File: src/rtl/mul_seq_pkg.sv
// Shared definitions for the EX-stage multiply sequencer: ALU control codes
// (also used by ALU_Control and the ALU) and the sequencer state encoding.
package mul_seq_pkg;

  localparam logic [2:0] AND  = 3'b000;
  localparam logic [2:0] XOR  = 3'b001;
  localparam logic [2:0] SLL  = 3'b010;
  localparam logic [2:0] ADD  = 3'b011;
  localparam logic [2:0] SUB  = 3'b100;
  localparam logic [2:0] MUL  = 3'b101;
  localparam logic [2:0] ADDI = 3'b110;
  localparam logic [2:0] SRAI = 3'b111;

  typedef enum logic [1:0] {
    IDLE = 2'd0,
    RUN  = 2'd1,
    DONE = 2'd2
  } state_t;

  function automatic logic is_mul(input logic [2:0] code);
    return code == MUL;
  endfunction

endpackage

File: src/rtl/mul_seq_dp.sv
// Shift-add multiply datapath: accumulator, shifted multiplicand and
// multiplier. One step adds mcand when the multiplier LSB is set, then shifts.
module mul_seq_dp #(
  parameter int unsigned WIDTH = 32
) (
  input  logic             clk,
  input  logic             rst_n,
  input  logic             load,
  input  logic             step,
  input  logic             clear,
  input  logic [WIDTH-1:0] rs1_data,
  input  logic [WIDTH-1:0] rs2_data,
  output logic [WIDTH-1:0] acc,
  output logic             mplier_zero
);

  logic [WIDTH-1:0] mcand;
  logic [WIDTH-1:0] mplier;

  // mplier_zero reports the multiplier as it will be after the current step,
  // so the controller can leave RUN on the step that empties it.
  assign mplier_zero = (mplier >> 1) == '0;

  // Operand/accumulator registers: clear wins over load, load over step.
  always_ff @(posedge clk or negedge rst_n) begin
    if (!rst_n) begin
      acc    <= '0;
      mcand  <= '0;
      mplier <= '0;
    end else if (clear) begin
      acc    <= '0;
      mcand  <= '0;
      mplier <= '0;
    end else if (load) begin
      acc    <= '0;
      mcand  <= rs1_data;
      mplier <= rs2_data;
    end else if (step) begin
      if (mplier[0]) acc <= acc + mcand;
      mcand  <= mcand << 1;
      mplier <= mplier >> 1;
    end
  end

endmodule

File: src/rtl/mul_seq_ctrl.sv
// EX-stage multiply sequencer. Stalls the pipeline while a MUL runs a
// WIDTH-step shift-add and presents the low WIDTH product bits for one cycle.
// Optional MUL_EARLY_TERM_EN: leave RUN once the multiplier shifts to zero.
module mul_seq_ctrl
  import mul_seq_pkg::*;
#(
  parameter int unsigned WIDTH = 32,
  parameter int unsigned CNT_W = $clog2(WIDTH)
) (
  input  logic             clk_i,
  input  logic             rst_i,
  input  logic             valid_i,
  input  logic [2:0]       ALUCtrl_i,
  input  logic             flush_i,
  input  logic [WIDTH-1:0] rs1_data_i,
  input  logic [WIDTH-1:0] rs2_data_i,
  output logic             stall_o,
  output logic             busy_o,
  output logic [WIDTH-1:0] result_o,
  output logic             result_valid_o
);

  state_t           state, state_nxt;
  logic [CNT_W-1:0] cnt;
  logic             start;
  logic             last_step;
  logic             load, step, clear;
  logic [WIDTH-1:0] acc;
  logic             mplier_zero;

  // start is gated by reset so stall_o is 0 while reset is held, even with a
  // MUL sitting in EX.
  assign start = rst_i & valid_i & is_mul(ALUCtrl_i) & ~flush_i;

`ifdef MUL_EARLY_TERM_EN
  assign last_step = (cnt == CNT_W'(WIDTH - 1)) | mplier_zero;
`else
  assign last_step = (cnt == CNT_W'(WIDTH - 1));
`endif

  mul_seq_dp #(
    .WIDTH(WIDTH)
  ) u_dp (
    .clk        (clk_i),
    .rst_n      (rst_i),
    .load       (load),
    .step       (step),
    .clear      (clear),
    .rs1_data   (rs1_data_i),
    .rs2_data   (rs2_data_i),
    .acc        (acc),
    .mplier_zero(mplier_zero)
  );

  // State register.
  always_ff @(posedge clk_i or negedge rst_i) begin
    if (!rst_i) state <= IDLE;
    else        state <= state_nxt;
  end

  // Iteration counter: restarts on issue, advances once per RUN step.
  always_ff @(posedge clk_i or negedge rst_i) begin
    if (!rst_i)     cnt <= '0;
    else if (load)  cnt <= '0;
    else if (step)  cnt <= cnt + CNT_W'(1);
  end

  // Next state, datapath controls, stall and result-valid.
  always_comb begin
    state_nxt      = state;
    load           = 1'b0;
    step           = 1'b0;
    clear          = 1'b0;
    stall_o        = 1'b0;
    result_valid_o = 1'b0;
    case (state)
      IDLE: begin
        if (start) begin
          load      = 1'b1;
          stall_o   = 1'b1;
          state_nxt = RUN;
        end
      end
      RUN: begin
        stall_o = 1'b1;
        if (flush_i) begin
          clear     = 1'b1;
          state_nxt = IDLE;
        end else begin
          step = 1'b1;
          if (last_step) state_nxt = DONE;
        end
      end
      DONE: begin
        state_nxt = IDLE;
        if (flush_i) clear = 1'b1;
        else         result_valid_o = 1'b1;
      end
      default: state_nxt = IDLE;
    endcase
  end

  assign busy_o   = (state != IDLE);
  assign result_o = result_valid_o ? acc : '0;

endmodule

File: config.mk
export PLATFORM = sky130hd
export DESIGN_NAME = mul_seq_ctrl
export DESIGN_NICKNAME = d
export VERILOG_FILES = /design/src/rtl/mul_seq_pkg.sv /design/src/rtl/mul_seq_dp.sv /design/src/rtl/mul_seq_ctrl.sv
export SDC_FILE = /design/constraint.sdc
export NUM_CORES = 1
export LEC_CHECK = 0
export ABC_AREA = 1
export CAP_MARGIN = 30
export CORE_MARGIN = 4
export CORE_UTILIZATION = 50
export DETAILED_ROUTE_END_ITERATION = 10
export PLACE_DENSITY_LB_ADDON = 0.1
export REMOVE_ABC_BUFFERS = 1
export SLEW_MARGIN = 20
export SYNTH_ARGS = -nofsm -noshare
export SYNTH_HDL_FRONTEND = slang
export SYNTH_SLANG_ARGS = --single-unit
export TNS_END_PERCENT = 10
File: constraint.sdc
create_clock -name clk_i -period 1.91 [get_ports clk_i]
set_input_delay 0.382 -clock clk_i [delete_from_list [all_inputs] [get_ports clk_i]]
set_output_delay 0.382 -clock clk_i [all_outputs]
set_load 0.03 [all_outputs]
==> results of run 1 <==
-- registers in the layout (all words and copies together) (netlist names) --
register and flops:
u_dp.mcand 32, u_dp.mplier 32, cnt 5, state 2, u_dp.acc 32
-- metal layers --
layer  part of all wire [%]  track usage (%)
met2                     47             38.5
met1                     47             34.4
met4                    1.1             5.18
met3                    4.8             4.63
met5                      0                0
-- cells by family after synthesis --
| group | after synthesis | synth area share (%) |
|---|---|---|
| multiplexers | 28 | 3.89 |
| flip-flops | 103 | 35.7 |
| AO/OA/AOI/OAI | 150 | 11.5 |
| buffers and inverters | 234 | 13.1 |
| adder cells (fa/ha/maj) | 38 | 6.70 |
| AND/OR/NAND/NOR | 502 | 28.2 |
| XOR/XNOR | 7 | 0.850 |
-- area by class of cell --
type	instances	area, um2	area share (%)
Multi-Input combinational cell	725	4330	43.2
Sequential cell	103	2580	25.7
Timing Repair Buffer	181	1840	18.3
Inverter	204	768	7.65
Clock buffer	10	229	2.28
Tap cell	180	225	2.24
Clock inverter	6	62.6	0.623
-- layout by cell type, fill, tap and decap left out, types with 2 or more instances in the layout --
master	count
nand3_1	38
nor3_2	4
o21ai_0	64
buf_12	9
nand2_1	330
ha_1	16
nor2_1	39
inv_1	192
ha_4	18
a21oi_1	20
clkinv_4	2
nand3_4	2
nor2_2	22
nor2_4	26
nand4_1	4
clkbuf_16	10
dfrtp_1	103
mux2i_1	28
o21ai_1	7
a21boi_0	2
o21bai_1	3
buf_6	36
xnor2_1	6
buf_16	2
clkdlybuf4s50_1	68
nand2_2	19
inv_6	2
nand2_4	2
inv_2	11
nand3_2	8
nand3b_1	4
ha_2	3
a21oi_2	6
buf_4	63
o22ai_1	44
-- worst max-delay path, cell delays in order, from the launching register on --
cell and delay (ns):
dfrtp_1 0.39, inv_2 0.09, ha_4 0.16, nand2_8 0.10, buf_16 0.19, nor2_2 0.11, buf_6 0.14
-- per-stage QoR --
stage                     hold slack (ns)  TNS [ns]  total power, mW  instance area, um2  worst slack [ns]
final                               0.104    -0.271             6.42               10000           -0.0407
after global routing                0.190     -2.69             6.73               10000            -0.128
after CTS                           0.163     -1.34             6.30                9260           -0.0898
after detailed placement            0.499     -8.24             4.28                8810            -0.146
after global placement              0.480     -5.69             4.26                8810           -0.0978
after floorplan                    0.0864   -112.04             3.32                7030             -1.31
-- power by group --
| group | switching (mW) | total [mW] | internal, mW | leakage (nW) |
|---|---|---|---|---|
| Sequential | 0.0763 | 2.37 | 2.29 | 1.43 |
| Combinational | 1.32 | 2.19 | 0.868 | 3.70 |
| Clock | 0.933 | 1.85 | 0.921 | 0.142 |
| Total | 2.33 | 6.42 | 4.08 | 5.27 |
-- what timing repair did --
item,4_1_cts,5_1_grt
pin swaps,1,12
endpoints found under the setup margin,49,64
setup buffers,1,9
gates resized for setup,24,171
cloned,2,1
-- worst max path at each step --
stage	start	endpoint	slack, ns	depth (start not counted)
2_1_floorplan	state[0]	u_dp.mcand[18]	-1.31	7
4_1_cts	state[0]	result_o[13]	-0.09	6
3_5_place_dp	ALUCtrl_i[2]	u_dp.mcand[25]	-0.15	7
3_3_place_gp	ALUCtrl_i[2]	u_dp.mcand[18]	-0.1	9
6_report	state[0]	result_o[8]	-0.04	6
5_1_grt	u_dp.mcand[20]	u_dp.acc[26]	-0.13	10
==> impl_metrics.tcl, run 1 <==
set metrics [dict create \
    rsz0062_at_grt "yes" \
    gp_congestion 0.908 \
    grt_pass1_wl_um 32100 \
    ys.flop_type "dfrtp_1" \
    dp_hpwl_um 14400 \
    status "finished with violations" \
    critPathRequiredTime_ns 1.53 \
    clock_path_buffers 2 \
    io-pin-count 106 \
    wl_per_cell_um 14.6 \
    drt_wl_total_um 20600 \
    grt.total_usage_pct 24.2 \
    root_buffer "clkbuf_16" \
    drtIter0Drc 445 \
    post-synth-top-count-cell "nand2_1" \
    drt-pass1-iter-count 5 \
    overflow 0 \
    r2r_slack_ns -0.02 \
    leakage_nw 5.27 \
    yosysTopAreaCellShare_pct 35.7 \
    setup_viol 14 \
    slew_violations 0 \
    peakVddDrop_mv 0.684 \
    port_buffers 105 \
    synth_commonest_cells "350 x nand2_1, 199 x inv_1, 103 x dfrtp_1" \
    fmax_ghz 0.513 \
    post-route-min-period_ns 1.95 \
    reg2reg_to "u_dp.acc[16]" \
    dieHeight_um 128 \
    hold_viol_final 0 \
    crit_path_end_kind "output pin" \
    fin_crit_sh_pct 102 \
    final_nets 1333 \
    clock-sinks 103 \
    area_delta_synth_final_pct 39.1 \
    yosysUniqueCellTypes 36 \
    drc 0 \
    yosys-top-cells-area "dfrtp_1 36%, nand2_1 18%, inv_1 10%, ha_1 6.4%, o21ai_0 4.6%" \
    drive_gt1_share_pct 20.7 \
    clk_latency_ns 0.36 \
    via_count 7101 \
    utilization_pct 71.7 \
    grt_pass1_vias 6661 \
    power_density_mw_per_mm2 639 \
    reg2reg_from "u_dp.mcand[0]" \
    antenna_found_initial 0 \
    final_cells 1409 \
    synth-edff-count 0 \
    finalWorstSetupSlack_ns -0.0407 \
    slew_headroom_pct 59.5 \
    placementRows 43 \
    r2r_cells 13 \
    critPathArrivalTime_ns 1.57 \
    cp-start-kind "flop" \
    path_clk_slew_ns 0.08 \
    postSynth.asyncResetShare_pct 100 \
    yosysTopAreaCell "dfrtp_1" \
    die-width_um 128 \
    die_area_mm2 0.0164 \
    violations "negative setup slack" \
    postCtsHoldBufs 0 \
    cts.htree.levels 3 \
    maxCapViolCount 0 \
    hold_path.class "in -> async" \
    yosys_warnings 0 \
    syn_inst 1062 \
    core_area_mm2 0.0140 \
    syn_area_mm2 0.00721 \
    critPathKind "reg -> out" \
    n_antenna_cell 0 \
    syn_avg_cell_area_um2 6.79 \
    crit_path_max_fanout 10 \
    synth_seq_cells 103 \
    worst_slew_pin_slew_ns 0.608 \
    start_util_pct 51.6 \
    cts_made_buffers 9 \
    via_per_inst 5.04 \
    fill_cells 1196 \
    ant_nets 0 \
    dp.cells 1380 \
    yosysSeqAreaShare_pct 35.7 \
    cts_tree "built" \
    fin_skew_ns 0.0119 \
    grt_max_degree 104 \
]
Power figures use the tool's default switching activity.
==> run 2: changes to the inputs <==
--- a/config.mk
+++ b/config.mk
@@ -8,2 +8,3 @@
 export ABC_AREA = 1
+export ABC_CLOCK_PERIOD_IN_PS = 1910
 export CAP_MARGIN = 30
@@ -12,2 +13,3 @@
 export DETAILED_ROUTE_END_ITERATION = 10
+export HOLD_SLACK_MARGIN = 0.06
 export PLACE_DENSITY_LB_ADDON = 0.1
==> constraint.sdc (replaced) <==
create_clock -name clk_i -period 1.91 [get_ports clk_i]
set_input_delay 0.4775 -clock clk_i [delete_from_list [all_inputs] [get_ports clk_i]]
set_output_delay 0.4775 -clock clk_i [all_outputs]
set_load 0.03 [all_outputs]
==> run 2 against run 1 <==
- cell count fell by 0.35%
- utilization barely moved
- routed wire length fell by 0.50%
- critical path type unchanged
- combinational power rose by 3%
- highest routed layer unchanged
- non-clock buffer count fell by 5
- global-route usage rose by 0.36 points
- the flow still finishes with violations (negative setup slack)
- critical endpoint is now result_o[10]
- die area did not move
- maximum frequency fell by 3.0%
==> impl_metrics.tcl, run 2 (same netlist as run 1, synthesis figures left out) <==
set metrics [dict create \
    die-width_um 128 \
    p_int_mw 4.21 \
    start_util_pct 51.6 \
    grt_pass1_vias 6791 \
    clock_path_buffers 2 \
    wl_per_cell_um 14.6 \
    power_frac_seq_pct 36.4 \
    path_clk_slew_ns 0.08 \
    gp_congestion 0.989 \
    io-pin-count 106 \
    drive_gt1_share_pct 20.3 \
    place_area_mm2 0.00884 \
    placementRows 43 \
    n_antenna_cell 0 \
    crit_path_max_fanout 7 \
    fin_crit_sh_pct 105 \
    leakage_nw 5.24 \
    total_power_mw 6.50 \
    final_nets 1328 \
    cts.htree.levels 3 \
    core_area_mm2 0.0140 \
    critPathArrivalTime_ns 1.53 \
    dp.cells 1380 \
    grt_max_degree 104 \
    rsz0062_at_grt "yes" \
    clockPowerShare_pct 28.9 \
    crit_path_end_kind "output pin" \
    swShare_pct 35.2 \
    drt_wl_total_um 20500 \
    finalWorstSetupSlack_ns -0.102 \
    post-route-min-period_ns 2.01 \
    power_density_mw_per_mm2 648 \
    hold_slack_ns 0.173 \
    drtIter0Drc 373 \
    utilization_pct 71.7 \
    drt-pass1-iter-count 5 \
    clock-sinks 103 \
    critPathRequiredTime_ns 1.43 \
    comb_power_share_pct 34.6 \
    grt_pass1_wl_um 32500 \
    clk_latency_ns 0.36 \
    critPathKind "reg -> out" \
    slew_violations 0 \
    p_sw_mw 2.29 \
    grt.total_usage_pct 24.6 \
    root_buffer "clkbuf_16" \
    via_count 7068 \
    final_common_cell "nand2_1" \
    port_buffers 105 \
    peakVddDrop_mv 0.768 \
    ant_nets 0 \
    via_per_inst 5.03 \
    place_ws_ns -0.256 \
    dieHeight_um 128 \
    final_area_mm2 0.0100 \
    antenna_found_initial 0 \
    cts_made_buffers 9 \
    fmax_ghz 0.497 \
    cp-start-kind "flop" \
    setup_viol 34 \
    status "finished with violations" \
    cp_num_buf_inv 3 \
    setup_tns_ns -2.49 \
    critPathMaxStageDelay_ns 0.39 \
    slew_headroom_pct 57.3 \
    path_cells "inv_2, ha_4, nand2_8, clkbuf_16, nor2_2, buf_6" \
    die_area_mm2 0.0164 \
    area_delta_synth_final_pct 39.1 \
    cpMaxStageDelayCell "dfrtp_1" \
    mostFrequentLayoutCells "330 x nand2_1, 194 x inv_1, 103 x dfrtp_1, 67 x clkdlybuf4s50_1, 64 x o21ai_0" \
    hold_path.class "in -> async" \
    critPathTopFamily "buffers and inverters" \
    worst_slew_pin_slew_ns 0.641 \
    dp_hpwl_um 14700 \
    reg_top3 "u_dp.acc (32), u_dp.mcand (32), u_dp.mplier (32)" \
    overflow 0 \
    cts_tree "built" \
    final_cells 1404 \
    violations "negative setup slack" \
    maxCapViolCount 0 \
    drc 0 \
    fin_skew_ns 0.0116 \
    hold_viol_final 0 \
]
==> run 2: path summary, 6_finish.rpt <==
kind / depth (start not counted) / start / end / slack [ns]
min in group clk_i: 2 / cnt[4] / cnt[4] / 0.52
max: 6 / state[0] / result_o[10] / -0.10
max in group asynchronous: 2 / rst_i / u_dp.mcand[0] / 1.19
min reg2reg: 2 / cnt[4] / cnt[4] / 0.52
max reg2reg: 13 / u_dp.mcand[0] / u_dp.acc[28] / 0.04
min: 2 / rst_i / u_dp.mcand[6] / 0.17
==> run 2: final cells by class <==
type                       count  area, um2
clock inverter                 5       45.0
fill                        1159       3960
sequential                   103       2580
inverter                     204        766
timing repair buffer         176       1830
multi-input combinational    725       4340
clock buffer                  11        253
tap                          180        225
==> run 2: what timing repair did <==
action,4_1_cts,5_1_grt
gates cloned,2,1
buffers inserted,3,2
pin swaps,3,10
setup endpoints to repair,49,69
hold buffers,0,0
resized for setup,86,97
==> run 2: routing by layer <==
| metal | track usage (%) | share of wire [%] | up-vias | wire, um |
|---|---|---|---|---|
| li1 | - | - | 3635 | - |
| met4 | 4.81 | 1.0 | 0 | 210 |
| met2 | 40.9 | 48 | 150 | 9730 |
| met3 | 5.00 | 5.3 | 15 | 1080 |
| met5 | 0 | 0 | - | 0 |
| met1 | 33.5 | 46 | 3268 | 9440 |
==> run 2: power groups by stage <==
stage	Combinational, mW	Clock, mW	Sequential [mW]
after global routing	2.41	2.01	2.38
final	2.25	1.88	2.37
after CTS	2.18	1.93	2.36
after global placement	1.96	0	2.40
after floorplan	0.930	0	2.39
after detailed placement	1.98	0	2.40
==> run 2: worst register-to-register path: stages (launching register included) <==
cell and delay [ns]:
dfrtp_1 0.37, ha_2 0.19, inv_1 0.05, fa_2 0.34, inv_2 0.08, nand3_1 0.08
nand3_2 0.10, nand3_1 0.10, nand3_2 0.13, nand2_2 0.08, nand2_1 0.07, nand2_1 0.04
nand3_1 0.07, nand2_1 0.05
==> RTL change (settings of run 2) <==
`WIDTH` is set to 32 in 2 places; all go to 64.
--- a/src/rtl/mul_seq_dp.sv
+++ b/src/rtl/mul_seq_dp.sv
@@ -3,3 +3,3 @@
 module mul_seq_dp #(
-  parameter int unsigned WIDTH = 32
+  parameter int unsigned WIDTH = 64
 ) (
--- a/src/rtl/mul_seq_ctrl.sv
+++ b/src/rtl/mul_seq_ctrl.sv
@@ -6,3 +6,3 @@
 #(
-  parameter int unsigned WIDTH = 32,
+  parameter int unsigned WIDTH = 64,
   parameter int unsigned CNT_W = $clog2(WIDTH)
Interface: changed (resized result_o, rs1_data_i and rs2_data_i); port bits go from 106 to 202. The function was not compared with the original's and may differ.
==> RTL change against run 2 <==
- the run still ends with setup timing left
- routed wire length increased to 2.7 times the old value
- area after synthesis increased by 110%
- clock power increased by 110%
- final cell count increased by 130%
- critical path depth unchanged
- utilization increased by 4.8 points
- clock skew increased by 0.0031 ns
- setup slack got worse by 0.27 ns
- final area increased by 130%
- sequential cell count increased by 97
- total power increased by 90%
- largest cell class unchanged
- highest routed layer unchanged
==> RTL change: results <==
metrics = {
    "timing": {
        "hold_slack_ns": 0.263,
        "fin_ws_ns": -0.368,
        "tightest_slew_ns": 0.903,
        "fin_worst_skew_ns": 0.0147,
        "setup_violations": 133,
        "finalSetupTns_ns": -28.94,
    },
    "global_route": {
        "grt_max_degree": 141,
        "use_met1_pct": 41.2,
        "grt_pass1_wl_um": 81600,
        "grt_usage_pct": 30.6,
        "use_met3_pct": 6.97,
        "grt_pass1_vias": 16300,
    },
    "placed_design": {
        "dp_hpwl_um": 37100,
        "place_area_um2": 18900,
        "place.gp.congestion": 0.964,
        "post-place-cells": 3135,
    },
    "drt": {
        "drt-wirelength-per-cell_um": 17.1,
        "drt_iter0_drc": 1274,
        "firstDrtPassIters": 6,
    },
    "synth": {
        "synthMuxAreaShare_pct": 0,
        "synth_adder_area_share_pct": 5.79,
        "synth.distinct_cells": 34,
        "synthTopCellsByCount": "nand2_1 (808), inv_1 (541), dfrtp_1 (200), nor2_1 (174), o21ai_0 (152)",
        "synthXorXnorAreaFrac_pct": 0.349,
        "synth-compound-area-share_pct": 14.2,
        "ys_seq_area_share_pct": 33.3,
    },
    "power_and_ir_drop": {
        "vdd_drop_max_mv": 0.873,
        "intPower_w": 0.00793,
        "leakage_nw": 12.0,
    },
    "finish": {
        "instances_no_fill": 3218,
        "final_layout_size_suffix_gt1_share_pct": 29.7,
        "fin_nets": 3019,
        "top_regs": "u_dp.acc: 64 flops, u_dp.mcand: 64 flops, u_dp.mplier: 64 flops",
    },
    "setup_path": {
        "reg2reg_depth": 14,
        "worstPathMaxFanout": 10,
        "reg2reg_slack_ns": -0.33,
        "reg2reg_from": "u_dp.mcand[5]$_DFFE_PN0P_",
    },
    "clock_tree": {
        "clk_latency_ns": 0.47,
        "post_cts_buffers": 17,
        "cts_resized": 365,
        "cts_made_buffers": 17,
        "ctsHtreeMaxLevel": 4,
    },
    "run_status": {
        "violations": "setup timing",
        "status": "complete, but fails checks",
    },
}
==> RTL change: cell count changes after synthesis, sizes merged, moves of 31 or more <==
cell,change
ha,+31
nand2,+458
a21oi,+41
nand3,+39
inv,+340
buf,+34
o21ai,+120
o22ai,+88
nor2,+92
dfrtp,+97
==> RTL change: power groups by stage <==
| stage | registers, W | clock network, W | logic [W] |
|---|---|---|---|
| final | 0.00461 | 0.00388 | 0.00388 |
| after global routing | 0.00463 | 0.00408 | 0.00416 |
| after CTS | 0.00459 | 0.00392 | 0.00342 |
| after detailed placement | 0.00465 | 0 | 0.00314 |
| after global placement | 0.00464 | 0 | 0.00310 |
| after floorplan | 0.00462 | 0 | 0.00157 |
==> RTL change: worst max-delay path by stage <==
stage                             from                     endpoint  slack, ns  cells past startpoint
2_1_floorplan     state[0]$_DFFE_PN0P_    u_dp.mcand[0]$_DFFE_PN0P_      -2.63                      9
3_3_place_gp   u_dp.acc[0]$_DFFE_PN0P_     u_dp.acc[42]$_DFFE_PN0P_      -0.45                     15
3_5_place_dp                   flush_i  u_dp.mplier[61]$_DFFE_PN0P_      -0.51                      9
4_1_cts           state[0]$_DFFE_PN0P_                  result_o[2]      -0.35                      6
5_1_grt           state[0]$_DFFE_PN0P_                 result_o[56]      -0.42                      6
6_report          state[0]$_DFFE_PN0P_                 result_o[28]      -0.37                      6
==> RTL change: cell type report <==
| type | instances | area (um2) |
|---|---|---|
| Multi-Input combinational cell | 1577 | 9770 |
| Timing Repair inverter | 1 | 6.26 |
| Inverter | 544 | 2060 |
| Clock buffer | 18 | 439 |
| Clock inverter | 14 | 179 |
| Timing Repair Buffer | 474 | 4730 |
| Sequential cell | 200 | 5010 |
| Tap cell | 390 | 488 |
| Fill cell | 2220 | 6960 |
